**src/rtl/demux_1x4_dispatcher.sv**
```systemverilog
// demux_1x4_dispatcher: valid/ready 1-to-4 dispatcher with a single registered
// holding stage. Beats are steered by in_dest (RR_MODE=0) or by round-robin
// over the enabled channels (RR_MODE=1).
// Optional macro DEMUX_DISP_STATS_EN adds saturating per-channel completion
// counters, a drop counter and a synchronous stat_clr input.
module demux_1x4_dispatcher #(
  parameter int unsigned W       = 8,
  parameter int unsigned RR_MODE = 0
) (
  input  logic         clk,
  input  logic         rstn,
  input  logic [3:0]   chan_en,
  input  logic         in_valid,
  output logic         in_ready,
  input  logic [W-1:0] in_data,
  input  logic [1:0]   in_dest,
  output logic [3:0]   out_valid,
  input  logic [3:0]   out_ready,
  output logic [W-1:0] out_data,
  output logic         drop,
  output logic         busy
`ifdef DEMUX_DISP_STATS_EN
  ,
  output logic [15:0]  stat_cnt0,
  output logic [15:0]  stat_cnt1,
  output logic [15:0]  stat_cnt2,
  output logic [15:0]  stat_cnt3,
  output logic [15:0]  drop_cnt,
  input  logic         stat_clr
`endif
);

  localparam int unsigned CNT_W = 16;

  typedef enum logic {EMPTY = 1'b0, FULL = 1'b1} state_t;

  state_t         state_q, state_d;
  logic [1:0]     tgt_q, tgt_d;
  logic [W-1:0]   data_q, data_d;
  logic [1:0]     rr_ptr_q, rr_ptr_d;
  logic [3:0]     out_valid_q, out_valid_d;
  logic           drop_q, drop_d;
  logic           busy_q;
  logic [1:0]     sel_tgt;
  logic [1:0]     idx;
  logic           accept;
  logic           complete;

  // Target selection: routed by in_dest, or first enabled channel at/after rr_ptr.
  always_comb begin
    sel_tgt = in_dest;
    idx     = 2'd0;
    if (RR_MODE != 0) begin
      sel_tgt = rr_ptr_q;
      for (int i = 3; i >= 0; i--) begin
        idx = 2'(rr_ptr_q + 2'(i));
        if (chan_en[idx]) sel_tgt = idx;
      end
    end
  end

  // Next-state, handshake and holding-register update.
  always_comb begin
    state_d     = state_q;
    tgt_d       = tgt_q;
    data_d      = data_q;
    rr_ptr_d    = rr_ptr_q;
    drop_d      = 1'b0;
    out_valid_d = 4'b0000;
    // With no channel enabled a round-robin beat has nowhere to go, so hold it off.
    if (state_q == FULL) in_ready = out_ready[tgt_q] && ((RR_MODE == 0) || (|chan_en));
    else                 in_ready = (RR_MODE == 0) || (|chan_en);
    accept   = in_valid && in_ready;
    complete = (state_q == FULL) && out_ready[tgt_q];
    if (complete) state_d = EMPTY;
    if (accept) begin
      if (chan_en[sel_tgt]) begin
        state_d = FULL;
        tgt_d   = sel_tgt;
        data_d  = in_data;
        if (RR_MODE != 0) rr_ptr_d = 2'(sel_tgt + 2'd1);
      end else begin
        drop_d = 1'b1;
      end
    end
    if (state_d == FULL) out_valid_d = 4'b0001 << tgt_d;
  end

  // State and output registers; reset discards any held beat.
  always_ff @(posedge clk or negedge rstn) begin
    if (!rstn) begin
      state_q     <= EMPTY;
      tgt_q       <= 2'd0;
      data_q      <= '0;
      rr_ptr_q    <= 2'd0;
      out_valid_q <= 4'b0000;
      drop_q      <= 1'b0;
      busy_q      <= 1'b0;
    end else begin
      state_q     <= state_d;
      tgt_q       <= tgt_d;
      data_q      <= data_d;
      rr_ptr_q    <= rr_ptr_d;
      out_valid_q <= out_valid_d;
      drop_q      <= drop_d;
      busy_q      <= (state_d == FULL);
    end
  end

  assign out_valid = out_valid_q;
  assign out_data  = data_q;
  assign drop      = drop_q;
  assign busy      = busy_q;

`ifdef DEMUX_DISP_STATS_EN
  logic [CNT_W-1:0] stat_q [4];
  logic [CNT_W-1:0] drop_cnt_q;

  // Saturating counters; clear wins over a same-cycle increment.
  always_ff @(posedge clk or negedge rstn) begin
    if (!rstn) begin
      for (int k = 0; k < 4; k++) stat_q[k] <= '0;
      drop_cnt_q <= '0;
    end else if (stat_clr) begin
      for (int k = 0; k < 4; k++) stat_q[k] <= '0;
      drop_cnt_q <= '0;
    end else begin
      if (complete && (stat_q[tgt_q] != {CNT_W{1'b1}}))
        stat_q[tgt_q] <= stat_q[tgt_q] + CNT_W'(1);
      if (drop_d && (drop_cnt_q != {CNT_W{1'b1}}))
        drop_cnt_q <= drop_cnt_q + CNT_W'(1);
    end
  end

  assign stat_cnt0 = stat_q[0];
  assign stat_cnt1 = stat_q[1];
  assign stat_cnt2 = stat_q[2];
  assign stat_cnt3 = stat_q[3];
  assign drop_cnt  = drop_cnt_q;
`endif

endmodule

```
**config.mk**
```make
export PLATFORM = sky130hd
export DESIGN_NAME = demux_1x4_dispatcher
export DESIGN_NICKNAME = d
export VERILOG_FILES = /design/src/rtl/demux_1x4_dispatcher.sv
export SDC_FILE = /design/constraint.sdc
export NUM_CORES = 1
export LEC_CHECK = 0
export CAP_MARGIN = 10
export CORE_MARGIN = 2
export CORE_UTILIZATION = 41
export DETAILED_ROUTE_END_ITERATION = 6
export HOLD_SLACK_MARGIN = 0.02
export PLACE_DENSITY = 0.87
export SLEW_MARGIN = 20
export SYNTH_ARGS = -nofsm -noshare
export SYNTH_HDL_FRONTEND = slang
export SYNTH_SLANG_ARGS = --single-unit
```
**constraint.sdc**
```tcl
create_clock -name clk -period 3.7 [get_ports clk]
set_input_delay 0.74 -clock clk [delete_from_list [all_inputs] [get_ports clk]]
set_output_delay 0.74 -clock clk [all_outputs]
set_load 0.01 [all_outputs]
```
==> flow_metrics.py <==
metrics = {
    "layout": {
        "fin_util_pct": 66.0,
        "fillCellCount": 132,
        "final-instance-count-excl-fill": 106,
        "area_growth_pct": 53.6,
        "antenna_cells": 0,
        "register_area_um2": 400,
        "layout-drive-gt1-share_pct": 23.6,
        "nets": 112,
        "multi_input_comb_area_um2": 305,
        "stdcell_area_um2": 1110,
    },
    "place": {
        "gp_congestion": 0.813,
        "pre_cts_slack_ns": 0.732,
        "postPlaceCellArea_um2": 1090,
        "port_buffers": 35,
        "place_inst": 103,
        "hpwl_mm": 1.25,
    },
    "critical_path": {
        "r2r_cells": 4,
        "cp-end-kind": "output pin",
        "rr_startpoint": "tgt_q[0]",
        "cp_max_fo": 4,
        "start_kind": "primary input",
        "required_ns": 2.96,
        "regToRegSetupSlack_ns": 1.90,
        "worstReg2RegEnd": "out_data[0]",
        "worstPathArrival_ns": 2.24,
        "crit_type": "primary input to output pin",
    },
    "power_and_ir_drop": {
        "pwr-share-seq_pct": 41.8,
        "switchingPower_mw": 0.190,
        "ir_drop_mv": 0.381,
        "pwr_density_cell_nw_per_um2": 562,
        "p_sw_share_pct": 30.3,
        "combPwrFrac_pct": 44.4,
        "leakagePower_nw": 0.477,
        "p_clk_share_pct": 13.8,
        "p_int_mw": 0.436,
        "p_total_mw": 0.626,
    },
    "yosys": {
        "yosys-top-cells-area": "dfrtp_1 (55%), mux2_2 (12%), mux2i_1 (5.5%)",
        "ys_warn_count": 0,
        "yosysUniqueCellTypes": 21,
        "synthFlopType": "dfrtp_1",
        "synth_top_area_cell": "dfrtp_1",
        "ys_async_sr_fraction_pct": 100,
        "postSynthCellCount": 52,
        "ys_ff_latch": 16,
        "syn_area_um2": 726,
        "ys_seq_area_share_pct": 55.2,
        "synth.avg_cell_area_um2": 14.0,
        "synth_edf_count": 0,
        "yosysMostFrequentCell": "dfrtp_1",
        "synthTopCellsByCount": "dfrtp_1 (16), mux2_2 (8), mux2i_1 (4), nor2_1 (3)",
        "netlist.area_leader.share_pct": 55.2,
        "syn_nets": 73,
    },
    "grt": {
        "use_met3_pct": 5.88,
        "grt_overflow": 0,
        "use_met2_pct": 26.1,
        "antenna_found_initial": 0,
        "met1_usage_pct": 20.4,
        "grt_max_degree": 17,
        "grt_busiest_layer": "met2",
        "track_usage_pct": 15.8,
        "grt_first_pass_wirelength_mm": 2.34,
        "grt_pass1_vias": 516,
    },
    "routing": {
        "totalWireLength_mm": 1.52,
        "wl_per_cell_um": 14.3,
        "via_per_inst": 5.27,
        "vias": 559,
        "drt_iter0_markers": 5,
        "ant_nets": 0,
        "dr.pass1.iters": 4,
        "drc": 0,
    },
    "clocking": {
        "clock_sinks": 16,
        "cts-hold-fix-buffers": 0,
        "post_cts_buffers": 0,
        "cts_tree": "done",
        "path_clk_slew_ns": 0.08,
        "clock_path_buffers": 2,
        "cts_resized": 0,
        "numCtsBuffers": 3,
        "cts_max_level": 1,
        "insertion_delay_ns": 0.28,
        "cts-root-buf": "clkbuf_4",
    },
    "floorplan": {
        "die-area_um2": 2120,
        "io_pins": 36,
        "rows": 15,
        "die_h_um": 46.1,
        "core_area_um2": 1690,
        "die_w_um": 46.1,
        "initial_utilization_pct": 43.0,
    },
    "run_status": {
        "outcome": "finished clean",
    },
    "timing": {
        "hold-worst-slack_ns": 0.514,
        "report.final.slew_viol_count": 0,
        "finalClockSkew_ns": 0.00104,
        "worstMarginPinSlew_ns": 0.672,
        "setup_viol": 0,
        "min_period_ns": 2.98,
        "setup_tns_ns": 0,
        "fmax_ghz": 0.335,
        "slew-limit-headroom_pct": 55.1,
        "fin_crit_sh_pct": 80.6,
        "hold_viol": 0,
        "timing.final.ws_setup_ns": 0.719,
        "rsz0062_at_grt": "false",
    },
    "flow_run": {
        "cap_violations": 0,
    },
    "hold_path": {
        "hp-start": "out_data[7]",
        "whs_path_depth": 1,
        "worst_hold_path_type": "flip-flop to flip-flop",
        "whs_endpoint": "out_data[7]",
    },
}
-- cells by family (layout without fill, tap and decap cells) --
group | count (synthesis) | in the layout | share of synthesized area [%]
AND/OR/NAND/NOR | 10 | 10 | 9.48
multiplexers | 13 | 13 | 21.0
flip-flops | 16 | 16 | 55.2
AO/OA/AOI/OAI | 8 | 8 | 11.6
buffers and inverters | 5 | 42 | 2.76
-- flip-flops by register name (all words and copies together), names as in the netlist --
name       count
out_data       8
busy           1
out_valid      4
drop           1
tgt_q          2
-- routing by layer --
metal | part of all wire [%] | vias up
li1 | - | 264
met4 | 0 | 0
met2 | 55 | 15
met3 | 4.4 | 0
met1 | 41 | 280
met5 | 0 | -
-- placed cells by master, fill, tap and decap left out, drive strengths merged --
master         Yosys  routed
a211oi             1       1
a221o              1       1
a22oi              1       1
and2               3       3
and2b              1       1
clkbuf             1       3
clkdlybuf4s50      0      35
dfrtp             16      16
inv                4       4
mux2               8       8
mux2i              4       4
mux4               1       1
nand2              2       2
nor2               4       4
o21ai              1       1
o22a               1       1
o22ai              1       1
o32ai              2       2
-- power by group through the flow --
stage	Clock [mW]	Combinational (mW)	Sequential (mW)
final	0.0866	0.278	0.262
after global routing	0.0960	0.299	0.269
after CTS	0.0917	0.280	0.263
after detailed placement	0	0.279	0.267
after global placement	0	0.272	0.262
after floorplan	0	0.108	0.286
-- critical path, stage by stage --
cell and delay, ns:
clkdlybuf4s50_1 0.45, mux2i_1 0.11, a22oi_1 0.34, clkdlybuf4s50_1 0.61
-- worst max-delay path by stage --
stage | start | endpoint | slack (ns) | depth (start not counted)
floorplan | in_dest[0] | out_data[0] | 1.70 | 5
global route | out_ready[0] | in_ready | 0.66 | 4
finish | out_ready[1] | in_ready | 0.72 | 4
detailed placement | out_ready[1] | in_ready | 0.73 | 4
global placement | out_ready[1] | in_ready | 0.77 | 4
CTS | out_ready[1] | in_ready | 0.74 | 4
-- area by class of cell --
type / count / area share (%)
Tap cell: 17 / 1.91
Sequential cell: 16 / 35.9
Multi-Input combinational cell: 31 / 27.4
Clock buffer: 3 / 2.02
Timing Repair Buffer: 35 / 31.4
Inverter: 4 / 1.35
(Power assumes the default switching activity.)
